===== src/rtl/mem_access_unit.sv =====
// Load/store stage: byte/half/word accesses over a req/gnt/rvalid bus with timeout.
// Optional MISALIGN_TRAP_EN: misaligned half/word ops complete with misaligned=1 and no bus access.
module mem_access_unit #(
    parameter int unsigned TIMEOUT_CYCLES = 255
) (
    input  logic        clk,
    input  logic        rst,
    input  logic        start,
    input  logic        is_load,
    input  logic        is_store,
    input  logic [2:0]  funct3,
    input  logic [31:0] alu_result,
    input  logic [31:0] store_data,
    output logic        busy,
    output logic        completed,
    output logic [31:0] result,
    output logic        misaligned,
    output logic        bus_err,
    output logic        mem_req,
    output logic        mem_we,
    output logic [31:0] mem_addr,
    output logic [31:0] mem_wdata,
    output logic [3:0]  mem_wstrb,
    input  logic        mem_gnt,
    input  logic        mem_rvalid,
    input  logic [31:0] mem_rdata
);

    localparam int CW = $clog2(TIMEOUT_CYCLES + 1);

    typedef enum logic [1:0] {
        S_IDLE,
        S_REQ,
        S_WAIT,
        S_DONE
    } state_t;

    state_t      r_state;
    state_t      w_next;
    logic        r_store;
    logic [2:0]  r_f3;
    logic [1:0]  r_lo;
    logic [CW-1:0] r_cnt;
    logic [31:0] r_result;
    logic [31:0] r_addr;
    logic [31:0] r_wdata;
    logic [3:0]  r_wstrb;
    logic        r_mis;
    logic        r_err;

    logic        w_mem;
    logic        w_mis;
    logic        w_timeout;
    logic [3:0]  w_wstrb;
    logic [31:0] w_wdata;
    logic [7:0]  w_byte;
    logic [15:0] w_half;
    logic [31:0] w_load;

    assign w_mem     = is_load | is_store;
    assign w_timeout = (r_cnt == CW'(TIMEOUT_CYCLES - 1));

`ifdef MISALIGN_TRAP_EN
    assign w_mis = w_mem &
                   (((funct3[1:0] == 2'b01) & alu_result[0]) |
                    (funct3[1] & (alu_result[1:0] != 2'b00)));
`else
    assign w_mis = 1'b0;
`endif

    // Lane layout of the outgoing store; loads never drive strobes.
    always_comb begin
        w_wstrb = 4'b0000;
        w_wdata = store_data;
        unique case (funct3[1:0])
            2'b00: begin
                w_wstrb = 4'b0001 << alu_result[1:0];
                w_wdata = {4{store_data[7:0]}};
            end
            2'b01: begin
                w_wstrb = alu_result[1] ? 4'b1100 : 4'b0011;
                w_wdata = {2{store_data[15:0]}};
            end
            default: begin
                w_wstrb = 4'b1111;
                w_wdata = store_data;
            end
        endcase
        if (!(is_store & ~is_load))
            w_wstrb = 4'b0000;
    end

    always_comb begin
        w_byte = mem_rdata[7:0];
        case (r_lo)
            2'd1:    w_byte = mem_rdata[15:8];
            2'd2:    w_byte = mem_rdata[23:16];
            2'd3:    w_byte = mem_rdata[31:24];
            default: w_byte = mem_rdata[7:0];
        endcase
        w_half = r_lo[1] ? mem_rdata[31:16] : mem_rdata[15:0];
        unique case (r_f3[1:0])
            2'b00:   w_load = {{24{w_byte[7] & ~r_f3[2]}}, w_byte};
            2'b01:   w_load = {{16{w_half[15] & ~r_f3[2]}}, w_half};
            default: w_load = mem_rdata;
        endcase
    end

    always_comb begin
        w_next = r_state;
        unique case (r_state)
            S_IDLE: begin
                if (start)
                    w_next = (w_mem & ~w_mis) ? S_REQ : S_DONE;
            end
            S_REQ: begin
                if (mem_gnt)
                    w_next = r_store ? S_DONE : S_WAIT;
                else if (w_timeout)
                    w_next = S_DONE;
            end
            S_WAIT: begin
                if (mem_rvalid || w_timeout)
                    w_next = S_DONE;
            end
            S_DONE: w_next = S_IDLE;
        endcase
    end

    always_ff @(posedge clk) begin
        if (rst) begin
            r_state  <= S_IDLE;
            r_store  <= 1'b0;
            r_f3     <= 3'b000;
            r_lo     <= 2'b00;
            r_cnt    <= '0;
            r_result <= 32'h0;
            r_addr   <= 32'h0;
            r_wdata  <= 32'h0;
            r_wstrb  <= 4'b0000;
            r_mis    <= 1'b0;
            r_err    <= 1'b0;
        end else begin
            r_state <= w_next;
            unique case (r_state)
                S_IDLE: begin
                    if (start) begin
                        r_err <= 1'b0;
                        r_mis <= w_mis;
                        r_cnt <= '0;
                        if (w_mem) begin
                            r_store  <= is_store & ~is_load;
                            r_f3     <= funct3;
                            r_lo     <= alu_result[1:0];
                            r_addr   <= {alu_result[31:2], 2'b00};
                            r_wdata  <= w_wdata;
                            r_wstrb  <= w_wstrb;
                            r_result <= 32'h0;
                        end else begin
                            r_result <= alu_result;
                        end
                    end
                end
                S_REQ: begin
                    if (mem_gnt) begin
                        r_cnt <= '0;
                    end else if (w_timeout) begin
                        r_err    <= 1'b1;
                        r_result <= 32'h0;
                    end else begin
                        r_cnt <= r_cnt + 1'b1;
                    end
                end
                S_WAIT: begin
                    if (mem_rvalid) begin
                        r_result <= w_load;
                    end else if (w_timeout) begin
                        r_err    <= 1'b1;
                        r_result <= 32'h0;
                    end else begin
                        r_cnt <= r_cnt + 1'b1;
                    end
                end
                S_DONE: ;
            endcase
        end
    end

    assign busy       = (r_state != S_IDLE);
    assign completed  = (r_state == S_DONE);
    assign mem_req    = (r_state == S_REQ);
    assign mem_we     = mem_req & r_store;
    assign mem_addr   = r_addr;
    assign mem_wdata  = r_wdata;
    assign mem_wstrb  = r_wstrb;
    assign result     = r_result;
    assign misaligned = r_mis;
    assign bus_err    = r_err;

endmodule


===== config.mk =====
export PLATFORM = sky130hd
export DESIGN_NAME = mem_access_unit
export DESIGN_NICKNAME = d
export VERILOG_FILES = /design/src/rtl/mem_access_unit.sv
export SDC_FILE = /design/constraint.sdc
export NUM_CORES = 1
export LEC_CHECK = 0
export ABC_AREA = 1
export ABC_CLOCK_PERIOD_IN_PS = 1800
export CAP_MARGIN = 20
export CELL_PAD_IN_SITES_DETAIL_PLACEMENT = 1
export CELL_PAD_IN_SITES_GLOBAL_PLACEMENT = 1
export CORE_MARGIN = 8
export CORE_UTILIZATION = 28
export CTS_CLUSTER_SIZE = 28
export DETAILED_ROUTE_END_ITERATION = 10
export MAX_ROUTING_LAYER = met4
export PLACE_DENSITY_LB_ADDON = 0.08
export SETUP_SLACK_MARGIN = 0.4
export SYNTH_ARGS = -nofsm -noshare
export SYNTH_HDL_FRONTEND = slang
export SYNTH_SLANG_ARGS = --single-unit

===== constraint.sdc =====
create_clock -name clk -period 1.8 [get_ports clk]
set_clock_uncertainty 0.05 [all_clocks]
set_input_delay 0.27 -clock clk [delete_from_list [all_inputs] [get_ports clk]]
set_output_delay 0.27 -clock clk [all_outputs]
set_load 0.05 [all_outputs]

# ---- Word level (Yosys, flattened, before mapping)
# Cells that the tools add are included.
dict set report totals {
  elab_cells 74
  register_bits 115
  mem_count 0
  ram_bits 0
  out_inout_bits 106
  latchBits 0
  input_bits 106
  romBits 0
}
dict set report classes {
  mux 30
  reduce_logical 11
  n_addsub 1
  shift 1
  div_mod_pow 0
  n_mul 0
  bitwise_logic 7
  magnitude_cmp 0
  n_eq_ne 14
}
# operator count
set ops {}
lappend ops {{32-bit two-way mux} 5}
lappend ops {{32-bit one-hot mux with 2 select lines} 2}
lappend ops {{32-bit one-hot mux with 3 select lines} 1}
lappend ops {{8-bit one-hot mux with 3 select lines} 2}
lappend ops {{8-bit two-way mux} 4}
lappend ops {{16-bit two-way mux} 1}
lappend ops {{3-bit AND reduction} 4}
lappend ops {{2-bit two-way mux} 5}
lappend ops {{8-bit by 1-bit adder with 8-bit output (second input constant)} 1}
lappend ops {{2-bit by 1-bit equality test with 1-bit output (second input constant)} 4}
lappend ops {{2-bit equality test (second input constant)} 4}
lappend ops {{8-bit equality test (second input constant)} 1}
lappend ops {{4-bit two-way mux} 2}
lappend ops {{2-bit != test (second input constant)} 4}
lappend ops {{2-bit one-hot mux with 4 select lines} 1}
lappend ops {{4-bit one-hot mux with 2 select lines} 1}
lappend ops {{2-bit logical NOT} 3}
lappend ops {{1-bit two-way mux} 5}
lappend ops {{1-bit AND} 4}
lappend ops {{4-bit AND reduction} 1}
lappend ops {{1-bit by 2-bit << shifter with 4-bit output (first input constant)} 1}
lappend ops {{3-bit by 1-bit != test with 1-bit output (second input constant)} 1}
lappend ops {{1-bit one-hot mux with 3 select lines} 1}
lappend ops {{3-bit nonzero test} 1}
lappend ops {{4 further kinds} 5}

# ---- Depth between registers and ports, before layout
# Gate-level depths: netlist of the first run.
dict set report depth {
  word_depth 6
  mapped_depth 12
  depth_no_buf 11
}

# ---- Least setup slack after synthesis of the first run
# Ideal clock, no wire load.
dict set report synth_path {
  path_kind {register -> register}
  start {reg r_state[1]}
  end {reg r_result[29], in the netlist result[29]}
  stages_incl_launch_ff 10
  setup_slack_ps -218
  arrival_time_ps 1836
  synth_period_minus_slack_ps 2018
  setup_ps 132
  path_buffers 2
  required_time_ps 1618
  cell_sequence {dfxtp_1 inv_1 ha_1 nand2_1 nand3_1 buf_2 clkbuf_1 a211oi_1 nand2_1 a31oi_1}
}
dict set report synth_between {
  elab_chain_cells 3
  word_cells_on_any_way 8
  classes_between {eq/ne: 4; mux: 1; reduce/logical: 3}
}
# element line
set synth_lines {}
lappend synth_lines {{start, declared} 38} ;# state_t r_state;
lappend synth_lines {{start signal, assigned} 144} ;# r_state <= w_next;
lappend synth_lines {{2-bit by 1-bit equality test with 1-bit output (*)} --}
lappend synth_lines {{net mem_req} 19} ;# output logic mem_req,
lappend synth_lines {{2-bit != test (no source line) / 3-bit nonzero test (equally long branches)} --}
lappend synth_lines {{3-bit AND reduction (no source line)} --}
lappend synth_lines {{end signal, assigned} 160} ;# r_result <= alu_result;
lappend synth_lines {{end signal, assigned} 176} ;# r_result <= w_load;
lappend synth_lines {{end, declared} 44} ;# logic [31:0] r_result;
# Mark *: on every way through the listed nets, which the timed path passes. The rest lies on a longest branch.
# A chain may end at the register's enable or synchronous reset.

# ---- Final worst setup path of the first run
dict set report layout_path {
  start {reg r_state[1]}
  end {reg r_result[29], in the netlist result[29]}
}
dict set report layout_between {
  elab_chain_cells 3
  word_cells_on_any_way 8
  classes_between {eq/ne: 4; mux: 1; reduce/logical: 3}
}
# element line
set layout_lines {}
lappend layout_lines {{2-bit by 1-bit equality test with 1-bit output (tied with other cells)} 145} ;# unique case (r_state)
lappend layout_lines {{2-bit != test (no source line) / 3-bit nonzero test (equally long branches)} --}
lappend layout_lines {{3-bit AND reduction (no source line)} --}
# Several ways; a longest one is shown, not always the timed one.

==> run_results.csv, run 1 <==
group,metric,value,unit
status,status,"finished clean",
worst_hold_path,hp-start,"rst",
routing,drc,0,
cts,cts_tree,"built",
synth,async_flop_share,0,%
routing,vias_per_cell,4.97,
placed_design,portBuffers,208,
synth,synth_area,5830,sq um
cells_and_area,final_common_cell,"buf_4",
cells_and_area,multi_input_area,3760,sq um
routing,wl_per_cell,20.7,um
setup_path,reg2reg_slack,0.03,ns
sta,fin_crit,1.77,ns
power,power.density,1530,nW/um^2
power,peakVddDrop,0.627,mV
cts,clkSinkCount,115,
sta,hold_viol_final,0,
synth,seq_area_frac_synth,39.5,%
synth,synthFlopType,"dfxtp_1",
routing,drtIter0Drc,347,
floorplanning,rows,53,
power,leakagePower,0.00463,uW
synth,ys_ff_latch,115,
global_routing,overflow,0,
cells_and_area,drive_gt1_share,36.8,%
placed_design,place_congestion,0.855,
setup_path,reg2reg_from,"r_state[1]",
power,switching_share,43.9,%
sta,setup_tns,0,ns
power,p_int,9200,uW
setup_path,crit_path_max_fanout,9,
synth,synth_edf_count,0,
routing,ant_nets,0,
routing,drtPass1Iterations,4,
global_routing,grt_pass1_wl,42400,um
synth,synth_top_cell_by_area,"dfxtp_1",
placed_design,hpwl,20500,um
job,cap_viol_max_count,0,
global_routing,antenna_found_initial,0,
cells_and_area,layout_common_cells,"buf_4, nand2_1, dfxtp_1",
sta,grt_setup_unrepaired,"yes",
cells_and_area,syn2layout_area_growth,83.9,%
sta,fmax,563,MHz
synth,yosys-top-cells-area,"dfxtp_1, nand2_1, a21oi_1",
power,p_seq_share,21.1,%
sta,drv_slew,0,
cts,path_clk_slew,0.06,ns
cells_and_area,final_nets,1269,
setup_path,crit_required,2.10,ns
synth,yosysTopAreaCellShare,39.5,%
cells_and_area,n_fill_cell,2455,
setup_path,crit_path_start_kind,"flip-flop",
setup_path,arrival,2.07,ns
sta,final-setup-viol-count,0,
synth,yosys_warnings,0,
global_routing,grt_max_degree,63,
cells_and_area,regArea,2320,sq um
cells_and_area,fin_util,51.7,%
floorplanning,initial_core_util,28.1,%
sta,holdWs,0.315,ns
sta,final.period_utilization,98.6,%
floorplanning,die_w,160,um
setup_path,crit_start,"r_state[1]",
floorplanning,ios,212,
cts,cts_made_buffers,17,
setup_path,path_class,"flip-flop to flip-flop",
cells_and_area,antenna_cells,0,
setup_path,cp-end-kind,"flip-flop",
synth,syn_area_per_cell,6.81,sq um
routing,vias,7183,
cts,insertion_delay,0.42,ns
floorplanning,die_y,160,um
routing,totalWireLength,29800,um
floorplanning,fp.dieArea,25700,sq um
global_routing,grt_util_all_layers,21.5,%
cts,cts_htree_levels,4,
power,p_clk_share,22.4,%
power,switching_power,7190,uW
worst_hold_path,holdCritPathClass,"input pin to flip-flop",
synth,synth_cell_type_count,37,
global_routing,grt_pass1_vias,7475,
cts,cts_max_path_buffers,2,
synth,synthCells,856,
power,pwr-share-comb,56.5,%
floorplanning,coreArea,20800,sq um
cts,clockRootBuffer,"clkbuf_16",
## cells by family after synthesis
family / count (synthesis) / synth area share [%]
adder cells (fa/ha/maj): 6 / 1.29
buffers and inverters: 130 / 9.33
XOR/XNOR: 4 / 0.601
AND/OR/NAND/NOR: 298 / 21.3
other: 1 / 0.0643
flip-flops: 115 / 39.5
AO/OA/AOI/OAI: 302 / 27.9
## cells in the mapped netlist (all sizes together), types with 2 or more instances
cell type / count
buf: 24
clkbuf: 33
a21boi: 2
o21a: 2
a21oi: 134
nand2: 207
a31oi: 27
nor2: 43
o211ai: 12
o22ai: 4
o21ai: 112
inv: 72
ha: 6
xor2: 3
dfxtp: 115
or2: 2
a211oi: 8
nand3: 45
## state kept, by name, summed over array words and instances (netlist names)
register / cells
r_f3: 3
result: 32
r_state: 2
mem_wstrb: 4
mem_addr: 30
mem_wdata: 32
r_lo: 2
bus_err: 1
r_cnt: 8
r_store: 1
## power groups by stage
stage               Clock (uW)  Sequential [uW]  Combinational [uW]
floorplan                    0             4910                2970
global placement             0             3450                6870
detailed placement           0             3450                6920
CTS                       3730             3430                7760
global route              3860             3520                9860
finish                    3670             3450                9260
## repair_timing
item,4_1_cts,5_1_grt
pin swaps,17,67
hold buffers,0,0
buffers inserted,18,18
setup endpoints to repair,119,121
gates cloned,4,16
resized for setup,55,194
## through the flow
step	cells	instance area, sq um	setup slack (ns)	total power, uW
after floorplan	858	6040	0.0655	7880
after global placement	1357	8490	-0.209	10300
after detailed placement	1357	8490	-0.220	10400
after CTS	1411	9560	0.0844	14900
after global routing	1445	10700	-0.0179	17200
final	1445	10700	0.0253	16400
## area by class of cell
class | count | area share (%)
Multi-Input combinational cell | 614 | 35.0
Timing Repair Buffer | 335 | 31.0
Sequential cell | 115 | 21.6
Clock buffer | 22 | 4.61
Tap cell | 275 | 3.21
Inverter | 73 | 3.00
Clock inverter | 10 | 1.35
Timing Repair inverter | 1 | 0.152
## worst paths after layout
path	endpoint	cells after the start
worst min register to register	mem_addr[6]	2
worst max-delay path	result[29]	8
worst min-delay path	r_store	3
worst max register to register	result[29]	8
## metal layers
metal / track usage, % / wire length [um]
met5: - / 0
met4: 7.52 / 602
met3: 5.91 / 1910
met2: 34.7 / 14900
met1: 25.5 / 12400
## critical path, cell delays in order, from the launching register on
cell and delay (ns):
dfxtp_4 0.40, inv_6 0.05, ha_4 0.26, inv_2 0.05
buf_8 0.14, buf_4 0.13, a211oi_1 0.34, nand2_2 0.09
a31oi_1 0.17
Power figures use the tool's default switching activity.
==> run 2, diff against run 1 <==
--- a/config.mk
+++ b/config.mk
@@ -6,12 +6,12 @@
 export NUM_CORES = 1
 export LEC_CHECK = 0
 export ABC_AREA = 1
-export ABC_CLOCK_PERIOD_IN_PS = 1800
+export ABC_CLOCK_PERIOD_IN_PS = 2260
 export CAP_MARGIN = 20
 export CELL_PAD_IN_SITES_DETAIL_PLACEMENT = 1
 export CELL_PAD_IN_SITES_GLOBAL_PLACEMENT = 1
 export CORE_MARGIN = 8
-export CORE_UTILIZATION = 28
+export CORE_UTILIZATION = 33
 export CTS_CLUSTER_SIZE = 28
 export DETAILED_ROUTE_END_ITERATION = 10
 export MAX_ROUTING_LAYER = met4
==> constraint.sdc (replaced) <==
create_clock -name clk -period 2.26 [get_ports clk]
set_clock_uncertainty 0.05 [all_clocks]
set_input_delay 0.339 -clock clk [delete_from_list [all_inputs] [get_ports clk]]
set_output_delay 0.339 -clock clk [all_outputs]
set_load 0.05 [all_outputs]
==> run 2 against run 1 <==
Worst setup slack better by 0.43 ns. Routed wire length down 13%. Sequential share of layout area up 4.1 points. Final cell count down 9.2%. Power down 35%. Largest power group unchanged.
==> run_results.csv, run 2 (same netlist as run 1, synthesis figures left out) <==
group,metric,value,unit
setup_path,path_cells,"inv_2, ha_4, clkinvlp_4, buf_8",
sta,fmax,553,MHz
worst_hold_path,holdCritPathClass,"flip-flop to flip-flop",
routing,vias_per_cell,5.20,
placed_design,hpwl,19200,um
setup_path,critPathMaxStageDelay,0.34,ns
routing,drc,0,
setup_path,crit_required,1.87,ns
setup_path,path_class,"flip-flop to primary output",
cts,clkSinkCount,115,
cells_and_area,final_nets,1186,
cts,cts_tree,"built",
setup_path,path_buf_inv,3,
floorplanning,initial_core_util,33.7,%
global_routing,grt_max_degree,63,
placed_design,portBuffers,208,
sta,hold_viol_final,0,
routing,totalWireLength,26000,um
sta,tightest_slew,0.704,ns
cts,insertion_delay,0.42,ns
status,status,"finished clean",
power,power.density,1180,nW/um^2
cts,path_clk_slew,0.06,ns
cts,cts_made_buffers,17,
floorplanning,fp.dieArea,22200,sq um
cells_and_area,final_common_cell,"nand2_1",
sta,fin_crit,1.81,ns
setup_path,crit_start,"r_state[1]",
cts,cts_max_path_buffers,2,
setup_path,crit_path_start_kind,"flip-flop",
cells_and_area,antenna_cells,0,
setup_path,reg2reg_from,"r_state[1]",
setup_path,crit_path_max_fanout,4,
floorplanning,die_w,149,um
power,peakVddDrop,0.680,mV
routing,wl_per_cell,19.8,um
cells_and_area,drive_gt1_share,11.4,%
setup_path,slowest_stage,"dfxtp_2",
setup_path,path_delay_family,"buffers and inverters",
setup_path,cp-end-kind,"primary output",
routing,vias,6820,
routing,ant_nets,0,
sta,grt_setup_unrepaired,"yes",
sta,setup_tns,0,ns
power,leakagePower,0.00399,uW
global_routing,grt_pass1_vias,7034,
global_routing,grt_util_all_layers,23.3,%
cells_and_area,layout_common_cells,"nand2_1, a21oi_1, dfxtp_1",
cts,hold_buffers,0,
job,cap_viol_max_count,0,
cells_and_area,syn2layout_area_growth,53.9,%
routing,drtPass1Iterations,4,
cts,cts_htree_levels,4,
cts,clockRootBuffer,"clkbuf_16",
sta,final-setup-viol-count,0,
setup_path,arrival,1.42,ns
global_routing,grt_pass1_wl,39200,um
power,finalPower,10600,uW
floorplanning,ios,212,
worst_hold_path,hp-start,"mem_wdata[5]",
placed_design,place_congestion,0.906,
floorplanning,coreArea,17300,sq um
sta,final.period_utilization,80.0,%
sta,drv_slew,0,
cells_and_area,final_area,8970,sq um
placed_design,place_area,8250,sq um
sta,relSlewSlack,53.1,%
global_routing,overflow,0,
floorplanning,die_y,149,um
floorplanning,rows,48,
global_routing,antenna_found_initial,0,
routing,drtIter0Drc,318,
-- run 2: area by class of cell --
cell class / count / area (sq um)
Fill cell: 2206 / 8320
Tap cell: 225 / 282
Inverter: 73 / 293
Clock buffer: 25 / 505
Multi-Input combinational cell: 613 / 3100
Clock inverter: 7 / 48.8
Timing Repair Buffer: 254 / 2430
Sequential cell: 115 / 2310
-- run 2: where the power goes --
| group | internal, uW | total (uW) | switching (uW) |
|---|---|---|---|
| Combinational | 1730 | 5380 | 3650 |
| Clock | 1540 | 2530 | 988 |
| Sequential | 2440 | 2700 | 259 |
-- run 2: metrics by stage --
stage               std cells  setup slack [ns]  hold WS, ns  utilization, %
finish                   1312             0.452        0.412            51.9
floorplan                 858             0.371        0.395               -
CTS                      1306             0.405        0.413            50.5
detailed placement       1271             0.154        0.405            47.7
global placement         1271             0.206        0.402            47.7
global route             1312             0.336        0.434            51.9
-- run 2: per-layer routing --
metal	wire [um]	up-vias	part of all wire (%)	GRT usage [%]
li1	-	3303	-	-
met1	11300	3267	44	27.1
met2	12300	217	47	37.8
met3	1770	33	6.8	6.61
met4	602	0	2.3	8.38
met5	0	-	0	-
-- run 2: final timing paths --
path	depth (start not counted)	end	slack, ns
setup / recovery	4	busy	0.45
hold reg to reg	2	mem_wdata[5]	0.41
setup reg to reg	8	result[27]	0.48
hold / removal	2	mem_wdata[5]	0.41
-- run 2: worst register-to-register path, delay by kind of cell (launching register included) --
family / cells / cell delay [ns]
adder cells (fa/ha/maj): 1 / 0.19
AND/OR/NAND/NOR: 3 / 0.40
buffers and inverters: 2 / 0.29
AO/OA/AOI/OAI: 2 / 0.39
flip-flops: 1 / 0.37
-- run 2: repair_timing --
item                                   in CTS  in global routing
buffers inserted                            2                  4
setup endpoints to repair                 159                101
pin swaps                                   1                  5
gates resized for setup                   107                 46
endpoints found under the hold margin       0                  0
cloned                                      1                  2
==> edit 1, RTL diff (config.mk and constraints of run 1) <==
Add a define of `MISALIGN_TRAP_EN`.
--- a/src/rtl/mem_access_unit.sv
+++ b/src/rtl/mem_access_unit.sv
@@ -2,2 +2,4 @@
 // Optional MISALIGN_TRAP_EN: misaligned half/word ops complete with misaligned=1 and no bus access.
+`define MISALIGN_TRAP_EN
+
 module mem_access_unit #(
Function: changed (Yosys sat finds a counterexample within 4 cycles, from zero or initial values and one cycle with rst high).
==> edit 1 against run 1 <==
The flow now finishes with violations (negative setup slack); register-to-register slack worse by 0.13 ns; clock power is 4% lower; worst setup slack worse by 0.14 ns; via count is 2.2% higher; sequential cell count is 1 higher; sequential power is 5% higher; area after synthesis is 0.51% lower; power is 17% higher; first-iteration DRC count is 4.6% lower; sequential share of layout area is 1.1 points lower; wire length is 3.2% higher; final area is 6.3% higher; critical endpoint is now result[30].
==> edit 1: results (changes against run 1) <==
[run_status]
outcome=finished, violations left
failed_checks=negative setup slack

[timing]
setup_slack_of_the_critical_path_after_layout_ns=-0.118  ; -0.143 ns
final.setup.tns_ns=-1.02  ; -1.02 ns
final_setup_violation_count=36  ; +36

[global_routing]
tot_gr_track_use_pct=23.7  ; +2.1 points
grt_start_max_net_pins=56  ; -11%
grt_pass1_wl_mm=46.6  ; +9.9%
first_global_vias=8052  ; +7.7%

[power]
ir_worst_vdd_mv=0.821  ; +31%
cellLeakagePower_uw=0.00462  ; -0.34%

[layout]
fill_cells=2364  ; -3.7%
fin_nets=1275  ; +0.47%
fraction_of_final_layout_cells_with_drive_strength_greater_than_1_pct=42.2  ; +5.4 points

[route]
via_per_inst=5.07  ; +2.1%
drt_iter0_markers=331  ; -4.6%
drt-wirelength-per-cell_um=21.3  ; +3.1%

[yosys]
synth-compound-area-share_pct=26.9  ; -1.0 points
synth_sequential_area_ratio_pct=40.0  ; +0.55 points
synth_top_cells_by_area=dfxtp_1 40%, o21ai_0 11%, nand2_1 9.2%
synth_commonest_cells=142 x nand2_1, 125 x o21ai_0, 116 x dfxtp_1
post_synth_num_cell_types=34  ; -8.1%
post_synth_fa_ha_maj_area_fraction_pct=1.29  ; +0.0067 points
post_synth_xor_area_fraction_pct=0.302  ; -0.30 points

[place]
io_buffer_count=209  ; +0.48%
dp.final_hpwl_mm=19.8  ; -3.2%

[setup_path]
worst_ep_arrival_time_ns=2.23  ; +0.16 ns

==> edit 1: metrics by stage <==
step | instance area (µm²) | setup WS [ns] | power (µW) | utilization, % | instances
floorplan | 5920 | 0.131 | 8460 | - | 853
global placement | 8530 | -0.269 | 11600 | 42.0 | 1349
detailed placement | 8530 | -0.309 | 11600 | 42.0 | 1349
CTS | 10900 | -0.0513 | 18300 | 53.9 | 1432
global route | 11400 | -0.152 | 20000 | 56.1 | 1446
finish | 11400 | -0.118 | 19100 | 56.1 | 1447
==> edit 1: critical path, cell delays in order <==
cell and delay, ns:
clkdlybuf4s50_1 0.45, nor2_2 0.30, buf_4 0.21, inv_1 0.23, o21ai_0 0.44, nand2_4 0.08
inv_2 0.06, nand2_2 0.05, a21oi_2 0.13
==> edit 1: worst paths after layout <==
path                   from            end  slack [ns]  cells after the start
min          store_data[26]  mem_wdata[26]        0.36                      3
max reg2reg      r_state[0]      result[8]       -0.10                     12
max                is_store     result[30]       -0.12                      9
min reg2reg    mem_wstrb[1]   mem_wstrb[1]        0.44                      2
==> edit 1: kinds of logic (layout without fill, tap and decap cells) <==
group | count (synthesis) | after routing
buf+inv | 128 | 448
fa+ha+maj | 6 | 6
xor+xnor | 2 | 2
other cells | 1 | 3
flops | 116 | 116
simple gates | 312 | 315
compound gates | 287 | 287
==> edit 1: routing by layer <==
metal / vias up / share of wire (%) / global-route usage [%]
met5: - / 0 / -
met4: 0 / 2.2 / 8.16
met1: 3577 / 45 / 28.5
met2: 196 / 48 / 38.4
met3: 37 / 4.6 / 5.30
li1: 3532 / - / -
==> edit 1: what timing repair did <==
action / 4_1_cts / 5_1_grt
endpoints found under the setup margin: 120 / 120
gates resized for setup: 328 / 76
pin swaps: 91 / 34
buffers inserted: 35 / 14
cloned: 16 / 0
==> edit 1: where the power goes <==
part / internal, µW / switching [µW]
clock network: 2130 / 1410
registers: 3160 / 447
logic: 5020 / 6950
==> edit 1: final cells by class <==
cell class                 count  area, µm²  share of cell area, %
inverter                      72        327                   2.87
antenna                        1       2.50                 0.0220
tap                          270        338                   2.96
clock buffer                  19        453                   3.97
multi-input combinational    612       4220                   37.0
timing repair buffer         342       3540                   31.1
clock inverter                13        146                   1.28
timing repair inverter         2       32.5                  0.285
sequential                   116       2330                   20.5
==> edit 2, RTL diff (settings of run 1) <==
Made on the original files. Re-encode `state_t` (4 states) as Gray code, 2 bits wide.
--- a/src/rtl/mem_access_unit.sv
+++ b/src/rtl/mem_access_unit.sv
@@ -31,6 +31,6 @@
     typedef enum logic [1:0] {
-        S_IDLE,
-        S_REQ,
-        S_WAIT,
-        S_DONE
+        S_IDLE = 2'b00,
+        S_REQ  = 2'b01,
+        S_WAIT = 2'b11,
+        S_DONE = 2'b10
     } state_t;
Function: same outputs for any inputs over 4 cycles, from zero or initial values and one cycle with rst high; so few cycles prove little.
==> edit 2 against run 1 <==
Count of clock-buffer cells in the layout fell by 4; worst hold slack got worse by 0.054 ns; sequential cell count did not move; synthesized cell count rose by 24%; power fell by 29%; area after synthesis rose by 14%; final area rose by 14%; sequential share of layout area fell by 2.5 points; wire length rose by 26%; critical path type is now reg2out; core utilization rose by 0.67 points; worst setup slack improved by 0.053 ns.
==> edit 2: results (changes against run 1) <==
[setup_path]
crit-reg2reg-capture=r_state[1]
worstRegToRegCells=9  ; +1
setup.reg_to_reg.worst_slack_ns=0.09  ; +0.06 ns
critical_path.reg2reg.startpoint=r_cnt[0]
worst_ep_arrival_time_ns=1.40  ; -0.67 ns
cp_max_fo=2  ; -7

[min_path]
whs_endpoint=r_cnt[6]
hold-path-cell-count=3  ; unchanged
min_path_type=in2reg
worstHoldStart=rst

[global_routing]
grt_pass1_wl_mm=52.7  ; +24%
grt_antenna_before_repair=0  ; unchanged
grt_start_max_net_pins=71  ; +13%
tot_gr_track_use_pct=24.5  ; +3.0 points
first_global_vias=8840  ; +18%

[clock_tree]
cts.clk_slew.worst_paths_ns=0.06  ; about the same
numCtsBuffers=17  ; unchanged
cts-root-to-sink-buffers=2  ; unchanged
cts.htree.levels=4  ; unchanged
clock_latency_ns=0.43
clk_root_buffer_cell=clkbuf_16

[power]
internal_power_uw=6900  ; -25%
ir_worst_vdd_mv=0.580  ; -7.5%
cellLeakagePower_uw=0.00537  ; +16%

[route]
drt-wirelength-per-cell_um=22.1  ; +6.8%
route.met2.wl_mm=17.7  ; +19%
met3RoutedLength_mm=2.30  ; +20%
drt_iter0_markers=487  ; +40%
detailedRoute.firstPassIterationCount=5  ; +1
m1WireLength_mm=16.1  ; +30%
via_per_inst=5.03  ; +1.2%
top_signal_layer_used=met4

[layout]
fin_nets=1474  ; +16%
antenna_cells_inserted=0  ; unchanged
fraction_of_final_layout_cells_with_drive_strength_greater_than_1_pct=40.0  ; +3.2 points

[yosys]
synth_top_cells_by_area=dfxtp_1 35%, nand2_1 17%, a21oi_1 9.1%
synth_async_sr_flop_share_pct=0  ; unchanged
synth_sequential_area_ratio_pct=34.8  ; -4.7 points
synth_ff_type=dfxtp_1
yosys_warnings=0  ; unchanged
synth_commonest_cells=305 x nand2_1, 120 x a21oi_1, 118 x nor2_1
post_synth_num_cell_types=38  ; +2.7%

[place]
dp.final_hpwl_mm=21.8  ; +6.5%
io_buffer_count=208  ; unchanged
gp_congestion=0.916  ; +7.1%
post-place-ws_ns=-0.130  ; +0.0905 ns

[timing]
worst_pin_slew_ns=0.508

[run_status]
outcome=completed

-- edit 2: cell types whose count changed after synthesis, moves of 13 or more --
| cell | run 1 | this run |
|---|---|---|
| inv_2 | 4 | 23 |
| nand2_1 | 202 | 305 |
| a31oi_1 | 27 | 10 |
| inv_1 | 67 | 84 |
| a21oi_1 | 133 | 120 |
| or2_2 | 2 | 16 |
| nor2_1 | 38 | 118 |
-- edit 2: layout make-up --
| class | instances | area, µm² |
|---|---|---|
| flip-flops and latches | 115 | 2330 |
| well taps | 319 | 399 |
| clock inverters | 14 | 154 |
| repair inverters | 4 | 57.6 |
| clock buffers | 18 | 439 |
| multi-input cells | 773 | 4460 |
| inverters | 110 | 489 |
| repair buffers | 345 | 3880 |
| fillers | 2782 | 11100 |
-- edit 2: cells by family after synthesis --
| kind of cell | Yosys count | synth area share, % |
|---|---|---|
| AO/OA/AOI/OAI | 267 | 21.7 |
| XOR/XNOR | 2 | 0.265 |
| adder cells (fa/ha/maj) | 2 | 0.378 |
| buffers and inverters | 180 | 11.9 |
| flip-flops | 115 | 34.8 |
| other | 1 | 0.0566 |
| AND/OR/NAND/NOR | 498 | 30.9 |
-- edit 2: worst max-delay path by stage --
| stage | endpoint | cells past startpoint | slack [ns] | from |
|---|---|---|---|---|
| 2_1_floorplan | result[21] | 11 | 0.24 | r_state[0] |
| 3_3_place_gp | r_cnt[0] | 9 | -0.09 | mem_rvalid |
| 3_5_place_dp | mem_wdata[24] | 6 | -0.13 | start |
| 4_1_cts | mem_we | 5 | 0.16 | r_state[1] |
| 5_1_grt | mem_we | 5 | 0.05 | r_state[1] |
| 6_report | mem_we | 5 | 0.08 | r_state[1] |
-- edit 2: critical path: stages (launching register included) --
cell and delay, ns:
dfxtp_2 0.34, buf_6 0.13, nor2_4 0.14, inv_2 0.08, nor2_4 0.14, buf_12 0.15
-- edit 2: metrics by stage --
step / hold slack [ns] / total power [µW] / instances / area (µm²)
global placement: 0.407 / 6560 / 1582 / 9150
floorplan: 0.355 / 5260 / 1067 / 6690
global route: 0.269 / 12000 / 1698 / 12200
detailed placement: 0.415 / 6580 / 1582 / 9150
CTS: 0.268 / 11100 / 1685 / 11400
finish: 0.261 / 11600 / 1698 / 12200
-- edit 2: per-layer routing --
layer  global-route usage [%]  vias up
met5                        -        -
met4                     8.81        0
met3                     5.70       95
met2                     38.2      315
met1                     30.6     4112
li1                         -     4022
-- edit 2: power groups by stage --
stage	Combinational, µW	Clock (µW)	Sequential [µW]
floorplan	1430	0	3830
global placement	3510	0	3050
detailed placement	3530	0	3050
CTS	4510	3560	3010
global route	5270	3690	3070
finish	5020	3530	3040
-- edit 2: timing repair --
action,in CTS,in global routing
setup endpoints to repair,119,124
cloned,23,8
resized for setup,215,179
hold endpoints to repair,0,0
pin swaps,53,91
setup buffers,48,5
